$ cat config.mk
export PLATFORM = sky130hd
export DESIGN_NAME = matrix_3x3_gen
export DESIGN_NICKNAME = d
export VERILOG_FILES = /design/src/rtl/matrix_3x3_gen_pkg.sv /design/src/rtl/matrix_3x3_gen_sync_delay.sv /design/src/rtl/matrix_3x3_gen.sv
export SDC_FILE = /design/constraint.sdc
export NUM_CORES = 1
export LEC_CHECK = 0
export BUFFER_PORTS_ARGS = -buffer_cell sky130_fd_sc_hd__buf_2
export CORE_MARGIN = 5
export CORE_UTILIZATION = 52
export CTS_CLUSTER_SIZE = 10
export DETAILED_ROUTE_END_ITERATION = 16
export PLACE_DENSITY = 0.85
export REMOVE_ABC_BUFFERS = 1
export SYNTH_ARGS = -nofsm -noshare
export SYNTH_HDL_FRONTEND = slang
export SYNTH_SLANG_ARGS = --single-unit
$ cat constraint.sdc
create_clock -name clk -period 3.8 [get_ports clk]
set_input_delay 0.19 -clock clk [delete_from_list [all_inputs] [get_ports clk]]
set_output_delay 0.19 -clock clk [all_outputs]
set_load 0.02 [all_outputs]
$ cat src/rtl/matrix_3x3_gen_pkg.sv
// Shared defaults, sync bundle type and counter-width helper for the 3x3 window generator.
package matrix_3x3_gen_pkg;

   localparam int DEF_DATA_WIDTH = 8;
   localparam int DEF_IMG_WIDTH  = 640;
   localparam int DEF_IMG_HEIGHT = 480;
   localparam int DEF_PAD_VALUE  = 0;

   typedef struct packed {
      logic vsync;
      logic href;
      logic clken;
   } sync_t;

   // Bits needed to hold 0..value-1, never less than one.
   function automatic int clog2(input int value);
      int w;
      w = 1;
      while ((1 << w) < value) w = w + 1;
      return w;
   endfunction

endpackage

$ cat src/rtl/matrix_3x3_gen_sync_delay.sv
// Two-stage registered delay of the pixel-stream sync bundle (vsync/href/clken).
module sync_delay_2
   import matrix_3x3_gen_pkg::*;
(
   input  logic  clk,
   input  logic  rst,
   input  sync_t i_sync,
   output sync_t o_sync_d1,
   output sync_t o_sync_d2
);

   sync_t r_d1;
   sync_t r_d2;

   // NOTE: non-blocking assignments let r_d2 capture the old r_d1, forming a real two-stage pipe.
   always_ff @(posedge clk) begin
      if (rst) begin
         r_d1 <= '0;
         r_d2 <= '0;
      end else begin
         r_d1 <= i_sync;
         r_d2 <= r_d1;
      end
   end

   assign o_sync_d1 = r_d1;
   assign o_sync_d2 = r_d2;

endmodule

$ cat src/rtl/matrix_3x3_gen.sv
// Builds a registered 3x3 neighbourhood from three line-buffer taps, padding top/left borders.
module matrix_3x3_gen
   import matrix_3x3_gen_pkg::*;
#(
   parameter int                    DATA_WIDTH = DEF_DATA_WIDTH,
   parameter int                    IMG_WIDTH  = DEF_IMG_WIDTH,
   parameter int                    IMG_HEIGHT = DEF_IMG_HEIGHT,
   parameter logic [DATA_WIDTH-1:0] PAD_VALUE  = DATA_WIDTH'(DEF_PAD_VALUE)
) (
   input  logic                  clk,
   input  logic                  rst,
   input  logic                  pre_frame_vsync,
   input  logic                  pre_frame_href,
   input  logic                  pre_frame_clken,
   input  logic [DATA_WIDTH-1:0] taps0x,
   input  logic [DATA_WIDTH-1:0] taps1x,
   input  logic [DATA_WIDTH-1:0] taps2x,
   output logic                  post_frame_vsync,
   output logic                  post_frame_href,
   output logic                  post_frame_clken,
   output logic [DATA_WIDTH-1:0] matrix_p11,
   output logic [DATA_WIDTH-1:0] matrix_p12,
   output logic [DATA_WIDTH-1:0] matrix_p13,
   output logic [DATA_WIDTH-1:0] matrix_p21,
   output logic [DATA_WIDTH-1:0] matrix_p22,
   output logic [DATA_WIDTH-1:0] matrix_p23,
   output logic [DATA_WIDTH-1:0] matrix_p31,
   output logic [DATA_WIDTH-1:0] matrix_p32,
   output logic [DATA_WIDTH-1:0] matrix_p33,
   output logic                  matrix_border
);

   localparam int               COL_W   = clog2(IMG_WIDTH);
   localparam int               ROW_W   = clog2(IMG_HEIGHT);
   localparam logic [COL_W-1:0] COL_MAX = COL_W'(IMG_WIDTH - 1);
   localparam logic [ROW_W-1:0] ROW_MAX = ROW_W'(IMG_HEIGHT - 1);

   sync_t w_sync_in;
   sync_t w_d1;
   sync_t w_d2;

   assign w_sync_in = '{vsync: pre_frame_vsync, href: pre_frame_href, clken: pre_frame_clken};

   sync_delay_2 u_sync_delay (
      .clk       (clk),
      .rst       (rst),
      .i_sync    (w_sync_in),
      .o_sync_d1 (w_d1),
      .o_sync_d2 (w_d2)
   );

   // d2 is simply the previous d1, so it doubles as the edge-detect history.
   logic w_vsync_rise;
   logic w_href_rise;
   logic w_href_fall;
   logic w_shift;

   assign w_vsync_rise = w_d1.vsync & ~w_d2.vsync;
   assign w_href_rise  = w_d1.href  & ~w_d2.href;
   assign w_href_fall  = ~w_d1.href &  w_d2.href;
   assign w_shift      = w_d1.clken &  w_d1.href;

   logic [COL_W-1:0] r_col;
   logic [ROW_W-1:0] r_row;
   logic [COL_W-1:0] w_col;
   logic [ROW_W-1:0] w_row;

   // Position of the pixel being loaded this cycle, with line/frame starts already applied.
   assign w_col = (w_vsync_rise | w_href_rise) ? '0 : r_col;
   assign w_row = w_vsync_rise ? '0 : r_row;

   always_ff @(posedge clk) begin
      if (rst) begin
         r_col <= '0;
      end else if (w_shift) begin
         r_col <= (w_col == COL_MAX) ? COL_MAX : w_col + COL_W'(1);
      end else if (w_vsync_rise | w_href_rise) begin
         r_col <= '0;
      end
   end

   always_ff @(posedge clk) begin
      if (rst) begin
         r_row <= '0;
      end else if (w_vsync_rise) begin
         r_row <= '0;
      end else if (w_href_fall && (r_row != ROW_MAX)) begin
         r_row <= r_row + ROW_W'(1);
      end
   end

   logic                  w_col_eq0;
   logic                  w_col_lt2;
   logic                  w_row_lt2;
   logic [2:0]            w_row_pad;
   logic [DATA_WIDTH-1:0] w_tap [3];

   assign w_col_eq0 = (w_col == '0);
   assign w_col_lt2 = (w_col <= COL_W'(1));
   assign w_row_lt2 = (w_row <= ROW_W'(1));
   // Index 0 is the top window row (oldest line), index 2 the bottom (current line).
   assign w_row_pad = {1'b0, (w_row == '0), w_row_lt2};
   assign w_tap[0]  = taps2x;
   assign w_tap[1]  = taps1x;
   assign w_tap[2]  = taps0x;

   logic [DATA_WIDTH-1:0] r_win [3][3];
   logic                  r_border;

   // NOTE: the window is nine flops, not a RAM, so it is reset to keep stale pixels out after a mid-frame reset.
   always_ff @(posedge clk) begin
      if (rst) begin
         for (int r = 0; r < 3; r++) begin
            for (int c = 0; c < 3; c++) begin
               r_win[r][c] <= '0;
            end
         end
         r_border <= 1'b0;
      end else if (w_shift) begin
         for (int r = 0; r < 3; r++) begin
            r_win[r][0] <= (w_row_pad[r] || w_col_lt2) ? PAD_VALUE : r_win[r][1];
            r_win[r][1] <= (w_row_pad[r] || w_col_eq0) ? PAD_VALUE : r_win[r][2];
            r_win[r][2] <= w_row_pad[r] ? PAD_VALUE : w_tap[r];
         end
         r_border <= w_row_lt2 || w_col_lt2;
      end
   end

   assign post_frame_vsync = w_d2.vsync;
   assign post_frame_href  = w_d2.href;
   assign post_frame_clken = w_d2.clken;

   assign matrix_p11    = r_win[0][0];
   assign matrix_p12    = r_win[0][1];
   assign matrix_p13    = r_win[0][2];
   assign matrix_p21    = r_win[1][0];
   assign matrix_p22    = r_win[1][1];
   assign matrix_p23    = r_win[1][2];
   assign matrix_p31    = r_win[2][0];
   assign matrix_p32    = r_win[2][1];
   assign matrix_p33    = r_win[2][2];
   assign matrix_border = r_border;

endmodule

# Yosys cells after proc, flatten, opt, wreduce, memory -nomap -nowiden
# Memory sizes are Yosys's and may differ from the RTL's.
# Index checks and enable logic that the tools add are counted.
[op_classes]
n_addsub = 2
mul = 0
div_mod_pow = 0
order_cmp = 2
eq_ne = 2
shifts = 0
muxes = 26
bitwise = 17
reduce_logical = 8
[ops]
columns = ["cell", "n"]
rows = [
  ["two-way mux 8 bit", 17],
  ["two-way mux 10 bit", 3],
  ["adder 10 x 1 -> 10 bit (second input constant)", 1],
  ["== test 10 bit (second input constant)", 1],
  ["<= comparator 10 x 1 -> 1 bit (second input constant)", 1],
  ["logical NOT 10 bit", 1],
  ["OR 1 bit", 10],
  ["adder 9 x 1 -> 9 bit (second input constant)", 1],
  ["<= comparator 9 x 1 -> 1 bit (second input constant)", 1],
  ["logical NOT 9 bit", 1],
  ["two-way mux 9 bit", 1],
  ["!= test 9 bit (second input constant)", 1],
  ["two-way mux 1 bit", 5],
  ["AND 1 bit", 4],
  ["logical OR 1 bit", 4],
  ["inverter 1 bit", 3],
  ["OR reduction 2 bit", 1],
  ["logical AND 1 bit", 1],
]
[totals]
register_bits = 26
latch_bits = 0
ram_bits = 72
rom_bits = 0
out_inout_bits = 76
n_memories = 1
[memory_table]
columns = ["name", "words", "width", "rd", "rd_ports_with_merged_regs", "wr", "line", "source"]
rows = [
  ["r_win", 3, 24, 3, 0, 3, "matrix_3x3_gen.sv:107", "logic [DATA_WIDTH-1:0] r_win [3][3];"],
]

# Longest topological paths before layout
# Gate-level depths: netlist (run 1).
[depth]
depth_word = 8
mapped_depth = 10
ltp_nobuf = 9

# Hierarchy
# A second synthesis (run 1) with hierarchy kept.
[hier_totals]
cells_unflattened = 303
hier_area_um2 = 4000.1
[by_module_without_submodules]
columns = ["module", "n_inst", "cells_each", "area_each_um2", "seq_area_each_um2"]
rows = [
  ["matrix_3x3_gen", 1, 291, 3842.4, 2562.5],
  ["sync_delay_2", 1, 12, 157.7, 120.1],
]

# Worst setup path after synthesis (run 1)
# OpenSTA, ideal clock, no wires.
[synth_path]
path_type = "register to register"
start = "register u_sync_delay.r_d1 (netlist bit u_sync_delay.o_sync_d1[1])"
end = "memory r_win[0][0] (netlist bit) (enable)"
setup_ns = 0.442
arrival_ns = 2.393
t_required_ns = 3.358
setup_slack_ns = 0.965
path_stages_with_launch = 5
n_path_buf = 2
path_cell_list = "dfxtp_1 clkbuf_2 nand2_1 clkbuf_1 nand2b_1"
[synth_lines]
columns = ["item", "line", "source"]
rows = [
  ["from (decl)", "matrix_3x3_gen_sync_delay.sv:12", "sync_t r_d1;"],
  ["from (signal assigned)", "matrix_3x3_gen_sync_delay.sv:21", "r_d1 <= i_sync;"],
  ["to (decl)", "matrix_3x3_gen.sv:107", ""],
]

==> results of run 1 <==
path summary, 6_finish.rpt:
path | startpoint | end | slack [ns]
setup reg to reg | u_sync_delay.o_sync_d1[1] | r_win[0][70] | 1.59
hold reg to reg | u_sync_delay.o_sync_d1[2] | u_sync_delay.o_sync_d2[2] | 0.49
setup / recovery | u_sync_delay.o_sync_d1[1] | r_win[0][70] | 1.59
hold / removal | pre_frame_vsync | u_sync_delay.o_sync_d1[2] | 0.03
power groups by stage:
stage	combinational (W)	clock, W	sequential [W]
global placement	0.000139	0	0.00123
finish	0.000139	0.000664	0.00120
global route	0.000149	0.000723	0.00121
floorplan	0.0000307	0	0.00128
detailed placement	0.000141	0	0.00123
CTS	0.000141	0.000676	0.00120
registers in the layout (all words and copies together) (netlist names):
signal                  cells
u_sync_delay.o_sync_d2      3
r_win                      72
r_col                      10
matrix_border               1
u_sync_delay.o_sync_d1      3
r_row                       9
cells in the mapped netlist, drive strengths merged (2+ instances only):
library cell  number
inv                4
nor3b              2
xnor2              7
or4                3
o21ai              8
a31o               3
and2              73
nand4              4
nor2b              8
nand2b             5
nor2              10
dfxtp             26
nand3              9
clkbuf             5
ha                 5
nor4               5
or3                4
a211oi             2
a21boi             5
nor3               6
a21oi             11
edfxtp            72
nand2             12
layer usage:
metal | wire [µm] | vias up | part of all wire, %
met2 | 3760 | 79 | 51
met5 | 0 | - | 0
met4 | 98 | 0 | 1.3
met3 | 504 | 11 | 6.8
li1 | - | 1324 | -
met1 | 3080 | 1229 | 41
final cells by class:
type / count / area, µm² / share of cell area (%)
multi-input combinational: 199 / 1330 / 27.3
sequential: 98 / 2680 / 55.0
clock buffer: 9 / 124 / 2.54
timing repair buffer: 104 / 520 / 10.7
inverter: 4 / 15.0 / 0.308
tap: 102 / 128 / 2.62
clock inverter: 7 / 75.1 / 1.54
worst max-delay path, cell delays in order (launching register included):
cell      delay, ns
dfxtp_1        0.39
nor2b_1        0.18
nor2_1         0.24
nand2_1        0.18
ha_1           0.23
or2_2          0.36
a21boi_2       0.30
and2_1         0.19
stage by stage:
step                      std cells  worst slack (ns)  util (%)
after CTS                       523              1.60      63.8
after detailed placement        507              1.61      61.2
after global placement          507              1.75      61.2
after floorplan                 301              1.02         -
after global routing            523              1.38      63.8
final                           523              1.59      63.8
cells by family after synthesis:
group | Yosys count
buffers and inverters | 9
adders and majority gates | 5
AOI/OAI and AO/OA | 38
and+or+nand+nor | 147
xor gates and xnor gates | 8
DFF | 98
muxes | 1
==> metrics.cfg, run 1 <==
[yosys]
synth-seq-cells=98
netlist_instances=306
synth_area_leaders=edfxtp_1 (53%), dfxtp_1 (13%), and2_1 (11%), ha_1 (1.5%), xnor2_1 (1.5%)
synth_enable_flop_cells=72
synthXorXnorAreaFrac_pct=1.73
yosys.area_share.simple_pct=21.5
syn_area_mm2=0.00404
synth_cell_types=45
synth_top_area_share_pct=53.5
ys_warn_count=0
synthAdderAreaFrac_pct=1.55
post_synth.cell_area_avg_um2=13.2
synthFlopType=edfxtp_1
ys_seq_area_share_pct=66.3
muxShareOfSynthArea_pct=0.248
synth_top_family_by_area=simple AND/OR/NAND/NOR gates
async_reset_ff_share_pct=0
synth_area_leader_cell=edfxtp_1
synth_compound_area_share_pct=7.77

[pwr]
combPwrFrac_pct=6.9
power-per-cell-area_mw_per_mm2=411
clkPwrFrac_pct=33.1
p_leak_nw=1.97
power_w=0.00200
pwr-share-seq_pct=59.9
p_int_w=0.00154
p_switching_w=0.000469
vdd_drop_max_mv=0.167
swShare_pct=23.4

[global_route]
top_usage_layer=met2
grt_pass1_vias=2541
antenna_found_initial=0
grtUsageMet3_pct=4.50
grt_pass1_wl_um=12300
globalRouteMet1Util_pct=19.3
grtUsageMet2_pct=27.4
grt_usage_pct=15.9
grt_max_degree=73
grt_overflow_total=0

[clocking]
htreeDepth=3
post_cts_resized=0
clock_latency_ns=0.36
post-cts-setup-buffers=0
clockBufferDepth=2
path_clk_slew_ns=0.09
cts_buffers=9
cts_tree=yes
root_buffer=clkbuf_8
holdBufCountCts=0
cts_num_sinks=98

[worst_hold_path]
hp-class=in2reg
whs_path_depth=2

[floorplan]
pin_count=105
dieArea_mm2=0.00964
coreArea_mm2=0.00765
die_h_um=98.2
start_util_pct=52.9
rows=32
die_x_um=98.2

[place]
gp_congestion=0.879
place_area_mm2=0.00468
dp_hpwl_um=5590
portBuffers=104

[timing]
fin_crit_ns=2.21
hold_viol=0
relSlewSlack_pct=40.3
whs_ns=0.0318
tns_ns=0
post-route-period-util_pct=58.0
fin_skew_ns=0.00660
setup_viol=0
fmax_ghz=0.453
rsz0062_at_grt=no
tightest_slew_ns=0.895
maxSlewViolCount=0

[routing]
wire_per_inst_um=14.2
ant_nets=0
vias=2643
dr.first_iter.drc_count=112
drc_errors=0
first_pass_iters=5
via_per_inst=5.05
routed_wirelength_um=7440

[finish]
final_common_cell=buf_2
final_area_mm2=0.00488
diodes=0
mostFrequentLayoutCells=buf_2 (104), and2_1 (73), edfxtp_1 (72)
fillers=582
fin_nets=450
drive_gt1_share_pct=32.1
area_delta_synth_final_pct=20.6

[critical_path]
cp_data_required_time_ns=4.03
reg2reg_depth=7
path_max_fanout=10
arrival_ns=2.44
worstSetupPathType=reg2reg
setup.worst_path.start_class=register
cp-end-kind=register

[run]
cap_viol_max_count=0

[outcome]
status=complete, no violations

Note: power is estimated with default switching activity, not from simulation.
==> inputs of run 2 (changes only) <==
==> constraint.sdc (replaced) <==
create_clock -name clk -period 2.05 [get_ports clk]
set_input_delay 0.1025 -clock clk [delete_from_list [all_inputs] [get_ports clk]]
set_output_delay 0.1025 -clock clk [all_outputs]
set_load 0.02 [all_outputs]
==> run 2 against run 1 <==
- clock power up 69%
- critical path depth up 2
- critical path type unchanged
- core utilization up 1.9 points
- total power up 81%
- largest cell class unchanged
- combinational power up 110%
- via count up 2.7%
- cell count up 2.5%
==> metrics.cfg, run 2 (synthesis gave the netlist of run 1 again) <==
[timing]
post-route-period-util_pct=91.3  ; +33 points
maxSlewViolCount=0  ; unchanged
relSlewSlack_pct=65.7  ; +25 points
setup_viol=0  ; unchanged
hold_viol=0  ; unchanged
fmax_ghz=0.534  ; +18%
tightest_slew_ns=0.511  ; -0.384 ns
fin_skew_ns=0.00951  ; +0.00292 ns
whs_ns=0.0186  ; -0.0131 ns
fin_crit_ns=1.87  ; -0.334 ns
tns_ns=0  ; unchanged

[finish]
area_delta_synth_final_pct=24.2
fin_cells=536  ; +2.5%
largest_register_ffs=72  ; unchanged
mostFrequentLayoutCells=buf_2 (104), and2_1 (73), edfxtp_1 (72)
diodes=0  ; unchanged
fillers=554  ; -4.8%
fin_nets=463  ; +2.9%
regMostFlops=r_win
final_common_cell=buf_2
drive_gt1_share_pct=34.6  ; +2.5 points
largest_registers=r_win (72), r_col (10), r_row (9)

[global_route]
grt_max_degree=28  ; -62%
grt_pass1_wl_um=12600  ; +3.0%
antenna_found_initial=0  ; unchanged
grt_overflow_total=0  ; unchanged
grt_usage_pct=16.3  ; +0.41 points
grt_pass1_vias=2641  ; +3.9%

[floorplan]
pin_count=105  ; unchanged
rows=32  ; unchanged
start_util_pct=52.9  ; unchanged
dieArea_mm2=0.00964  ; unchanged
die_x_um=98.2  ; unchanged
die_h_um=98.2  ; unchanged
coreArea_mm2=0.00765  ; unchanged

[clocking]
cts_buffers=9  ; unchanged
root_buffer=clkbuf_8
clockBufferDepth=2  ; unchanged
cts_tree=yes
htreeDepth=3  ; unchanged
clock_latency_ns=0.36  ; about the same
cts_num_sinks=98  ; unchanged
path_clk_slew_ns=0.09  ; about the same

[critical_path]
cp_num_buf_inv=1  ; +1
setup.worst_path.start_class=register
worstSetupPathType=reg2reg
path_max_fanout=6  ; -4
arrival_ns=2.11  ; -0.33 ns
critPathTopFamily=simple AND/OR/NAND/NOR gates
path_cells=nor2b_2 > nor2_1 > nand2_1 > inv_1 > ha_1 > nand3_1 > nor3_2 > xnor2_1 > o21ai_0
cp_data_required_time_ns=2.29  ; -1.74 ns
cp-end-kind=register
max_stage_delay_ns=0.33  ; -0.06 ns
critPathSlowestCell=dfxtp_1

[place]
dp_hpwl_um=5950  ; +6.5%
portBuffers=104  ; unchanged
gp_congestion=0.854  ; -2.8%
place_inst=516  ; +1.8%

[pwr]
combPwrFrac_pct=8.0  ; +1.1 points
clkPwrFrac_pct=30.7  ; -2.4 points
p_leak_nw=2.04  ; +3.4%
swShare_pct=24.2  ; +0.81 points
p_int_w=0.00275  ; +79%
power-per-cell-area_mw_per_mm2=723  ; +76%
vdd_drop_max_mv=0.297  ; +78%
p_switching_w=0.000880  ; +87%
pwr-share-seq_pct=61.3  ; +1.4 points

[routing]
vias=2714  ; +2.7%
wire_per_inst_um=14.6  ; +2.5%
drc_errors=0  ; unchanged
routed_wirelength_um=7820  ; +5.1%
via_per_inst=5.06  ; +0.20%
dr.first_iter.drc_count=109  ; -2.7%
first_pass_iters=4  ; -1
ant_nets=0  ; unchanged

[run]
cap_viol_max_count=0  ; unchanged

[worst_hold_path]
hp-class=in2reg

[outcome]
status=complete, no violations

==> run 2: routing by layer <==
layer | GRT usage (%) | vias up | routed length, µm
li1 | - | 1350 | -
met1 | 19.0 | 1270 | 3160
met5 | 0 | - | 0
met4 | 5.46 | 0 | 123
met2 | 28.4 | 83 | 3960
met3 | 5.43 | 11 | 575
==> run 2: timing repair <==
action / 4_1_cts / 5_1_grt
endpoints found under the setup margin: 0 / 33
hold buffers: 3 / 0
hold endpoints to repair: 3 / 0
gates resized for setup: 0 / 8
setup buffers: 0 / 1
==> run 2: final cells by class <==
class | instances | area (µm²) | area share [%]
Clock buffer | 10 | 128 | 2.54
Multi-Input combinational cell | 199 | 1370 | 27.2
Inverter | 4 | 15.0 | 0.299
Clock inverter | 6 | 50.0 | 0.996
Tap cell | 102 | 128 | 2.54
Sequential cell | 98 | 2680 | 53.4
Timing Repair Buffer | 117 | 651 | 13.0
==> run 2: final timing paths <==
kind / depth (start not counted) / slack [ns] / to / start
setup / recovery: 9 / 0.18 / r_col[6] / u_sync_delay.o_sync_d1[2]
hold / removal: 2 / 0.02 / r_win[0][1] / taps2x[1]
setup reg to reg: 9 / 0.18 / r_col[6] / u_sync_delay.o_sync_d1[2]
hold reg to reg: 1 / 0.49 / u_sync_delay.o_sync_d2[2] / u_sync_delay.o_sync_d1[2]
==> run 2: power groups by stage <==
stage | clock network, W | registers (W) | logic [W]
floorplan | 0 | 0.00236 | 0.0000569
global placement | 0 | 0.00227 | 0.000281
global route | 0.00122 | 0.00224 | 0.000308
CTS | 0.00114 | 0.00223 | 0.000289
detailed placement | 0 | 0.00227 | 0.000284
finish | 0.00112 | 0.00223 | 0.000289
==> run 2: worst register-to-register path, cell delays in order (launching register included) <==
cell,delay [ns]
dfxtp_1,0.33
nor2b_2,0.18
nor2_1,0.15
nand2_1,0.14
inv_1,0.10
ha_1,0.18
nand3_1,0.20
nor3_2,0.25
xnor2_1,0.13
o21ai_0,0.09
==> run 2: per-stage QoR <==
stage	cell area, µm²	power [W]	util [%]	setup slack (ns)
after detailed placement	4770	0.00256	62.4	0.0456
final	5020	0.00363	65.7	0.179
after CTS	4980	0.00365	65.1	0.0171
after global routing	5020	0.00376	65.7	-0.0176
after global placement	4770	0.00255	62.4	0.164
after floorplan	4020	0.00242	-	-0.727
==> inputs of run 3 (changes only) <==
--- a/config.mk
+++ b/config.mk
@@ -7,10 +7,10 @@
 export LEC_CHECK = 0
 export BUFFER_PORTS_ARGS = -buffer_cell sky130_fd_sc_hd__buf_2
 export CORE_MARGIN = 5
-export CORE_UTILIZATION = 52
+export CORE_UTILIZATION = 45
 export CTS_CLUSTER_SIZE = 10
 export DETAILED_ROUTE_END_ITERATION = 16
-export PLACE_DENSITY = 0.85
+export PLACE_DENSITY = 0.76
 export REMOVE_ABC_BUFFERS = 1
 export SYNTH_ARGS = -nofsm -noshare
 export SYNTH_HDL_FRONTEND = slang
==> run 3 against run 2 <==
- sequential cell count is the same
- count of clock-buffer cells in the layout is 1 lower
- non-clock buffer count is 1 higher
- maximum frequency up 0.88%
- register-to-register slack improved by 0.02 ns
- highest routed layer unchanged
- worst hold slack hardly changed
- die area up 14%
- via count grew 0.18%
- combinational power about the same
- clock power is 19% higher
- critical endpoint is now r_win[0][12]
- clock skew fell by 0.0033 ns
==> metrics.cfg, run 3 (synthesis gave the netlist of run 1 again) <==
[floorplan]
pin_count=105  ; unchanged
coreArea_mm2=0.00872  ; +14%
dieArea_mm2=0.0110  ; +14%
die_h_um=105  ; +6.7%
rows=34  ; +6.3%
start_util_pct=46.4  ; -6.5 points
die_x_um=105  ; +6.7%

[critical_path]
path_max_fanout=10  ; +4
endpoint=r_win[0][12]
r2r_slack_ns=0.20  ; +0.02 ns
startpoint=r_row[4]
arrival_ns=1.96  ; -0.15 ns
cp-end-kind=register
critPathSlowestCell=or4_4
cp_data_required_time_ns=2.16  ; -0.13 ns
worstSetupPathType=reg2reg
reg2reg_depth=4  ; -5
setup.worst_path.start_class=register
cp_num_buf_inv=0  ; -1
timing.rr.end=r_win[0][12]
cp_num_cells=4  ; -5
critPathTopFamily=simple AND/OR/NAND/NOR gates
path_cells=or4_4 > o211a_4 > a21boi_4 > and2_1
max_stage_delay_ns=0.59  ; +0.26 ns
r2r-start=r_row[4]

[outcome]
status=complete, no violations

[pwr]
power_w=0.00385  ; +5.9%
p_int_w=0.00298  ; +8.2%
p_leak_nw=2.06  ; +0.91%
swShare_pct=22.5  ; -1.7 points
combPwrFrac_pct=7.5  ; -0.5 points
clkPwrFrac_pct=34.6  ; +3.9 points
p_switching_w=0.000867  ; -1.5%
power-per-cell-area_mw_per_mm2=760  ; +5.2%
vdd_drop_max_mv=0.415  ; +40%
pwr-share-seq_pct=57.9  ; -3.4 points

[clocking]
clock_latency_ns=0.35  ; about the same
path_clk_slew_ns=0.09  ; about the same
clockBufferDepth=2  ; unchanged
root_buffer=clkbuf_8
cts_num_sinks=98  ; unchanged
post-cts-setup-buffers=0  ; unchanged
htreeDepth=3  ; unchanged
cts_tree=yes
cts_buffers=9  ; unchanged

[finish]
regMostFlops=r_win
area_delta_synth_final_pct=25.0
drive_gt1_share_pct=34.6  ; unchanged
fillers=688  ; +24%
final_core_util_pct=58.0  ; -7.7 points
fin_cells=542  ; +1.1%
diodes=0  ; unchanged
largest_register_ffs=72  ; unchanged
largest_registers=r_win (72), r_col (10), r_row (9)
fin_nets=464  ; +0.22%
final_common_cell=buf_2
mostFrequentLayoutCells=buf_2 (104), and2_1 (73), edfxtp_1 (72)

[routing]
first_pass_iters=4  ; unchanged
drc_errors=0  ; unchanged
vias=2719  ; +0.18%
routed_wirelength_um=8130  ; +4.1%
ant_nets=0  ; unchanged
dr.first_iter.drc_count=251  ; +130%
via_per_inst=5.02  ; -0.92%
wire_per_inst_um=15.0  ; +2.9%

[place]
gp_congestion=0.903  ; +5.8%
place_inst=525  ; +1.7%
portBuffers=104  ; unchanged
dp_hpwl_um=6020  ; +1.1%

[timing]
fmax_ghz=0.539  ; +0.88%
post-route-period-util_pct=90.5  ; -0.79 points
fin_crit_ns=1.85  ; -0.0163 ns
rsz0062_at_grt=no
hold_viol=0  ; unchanged
fin_skew_ns=0.00618  ; -0.00333 ns
maxSlewViolCount=0  ; unchanged
relSlewSlack_pct=67.3  ; +1.7 points
whs_ns=0.0182  ; -0.000431 ns
tns_ns=0  ; unchanged
setup_viol=0  ; unchanged
tightest_slew_ns=0.486  ; -0.0246 ns

[run]
cap_viol_max_count=0  ; unchanged

[global_route]
grt_overflow_total=0  ; unchanged
antenna_found_initial=0  ; unchanged
grt_pass1_wl_um=13000  ; +2.9%
grt_pass1_vias=2605  ; -1.4%
grt_usage_pct=14.6  ; -1.7 points
grt_max_degree=50  ; +79%

[worst_hold_path]
hp-class=in2reg
hp-start=pre_frame_href

[run 3: metal layers]
layer  wire [µm]  global-route usage [%]  vias up
met4          75                    4.93        0
met1        3440                    18.4     1268
met2        3970                    24.1       97
met5           0                       0        -
met3         649                    4.50        5
li1            -                       -     1349
[run 3: stage by stage]
step	area, µm²	setup slack, ns
floorplan	4020	-0.727
global placement	4790	0.201
detailed placement	4790	0.0729
CTS	5020	0.0464
global route	5060	0.0302
finish	5060	0.195
[run 3: what timing repair did]
| action | in CTS | in global routing |
|---|---|---|
| gates resized for setup | 0 | 6 |
| hold endpoints to repair | 2 | 0 |
| endpoints found under the setup margin | 0 | 26 |
| hold buffers | 2 | 0 |
[run 3: how the worst min path moves through the flow]
stage	endpoint	slack, ns	cells after the start
2_1_floorplan	r_col[1]	0.17	1
3_3_place_gp	u_sync_delay.o_sync_d1[0]	0.32	2
3_5_place_dp	u_sync_delay.o_sync_d1[0]	0.32	2
4_1_cts	r_win[0][29]	0.01	2
5_1_grt	r_win[0][29]	0.004	2
6_report	u_sync_delay.o_sync_d1[1]	0.02	2
[run 3: final cells by class]
class | count | area [µm²] | area share, %
Timing Repair Buffer | 118 | 643 | 12.7
Tap cell | 108 | 135 | 2.67
Clock buffer | 9 | 124 | 2.45
Sequential cell | 98 | 2680 | 53.1
Multi-Input combinational cell | 199 | 1370 | 27.0
Clock inverter | 6 | 90.1 | 1.78
Inverter | 4 | 15.0 | 0.297
[run 3: power by group through the flow]
| stage | Sequential (W) | Clock [W] | Combinational (W) |
|---|---|---|---|
| 2_1_floorplan | 0.00236 | 0 | 0.0000569 |
| 3_3_place_gp | 0.00227 | 0 | 0.000282 |
| 3_5_place_dp | 0.00227 | 0 | 0.000284 |
| 4_1_cts | 0.00223 | 0.00135 | 0.000289 |
| 5_1_grt | 0.00224 | 0.00143 | 0.000305 |
| 6_report | 0.00223 | 0.00133 | 0.000287 |
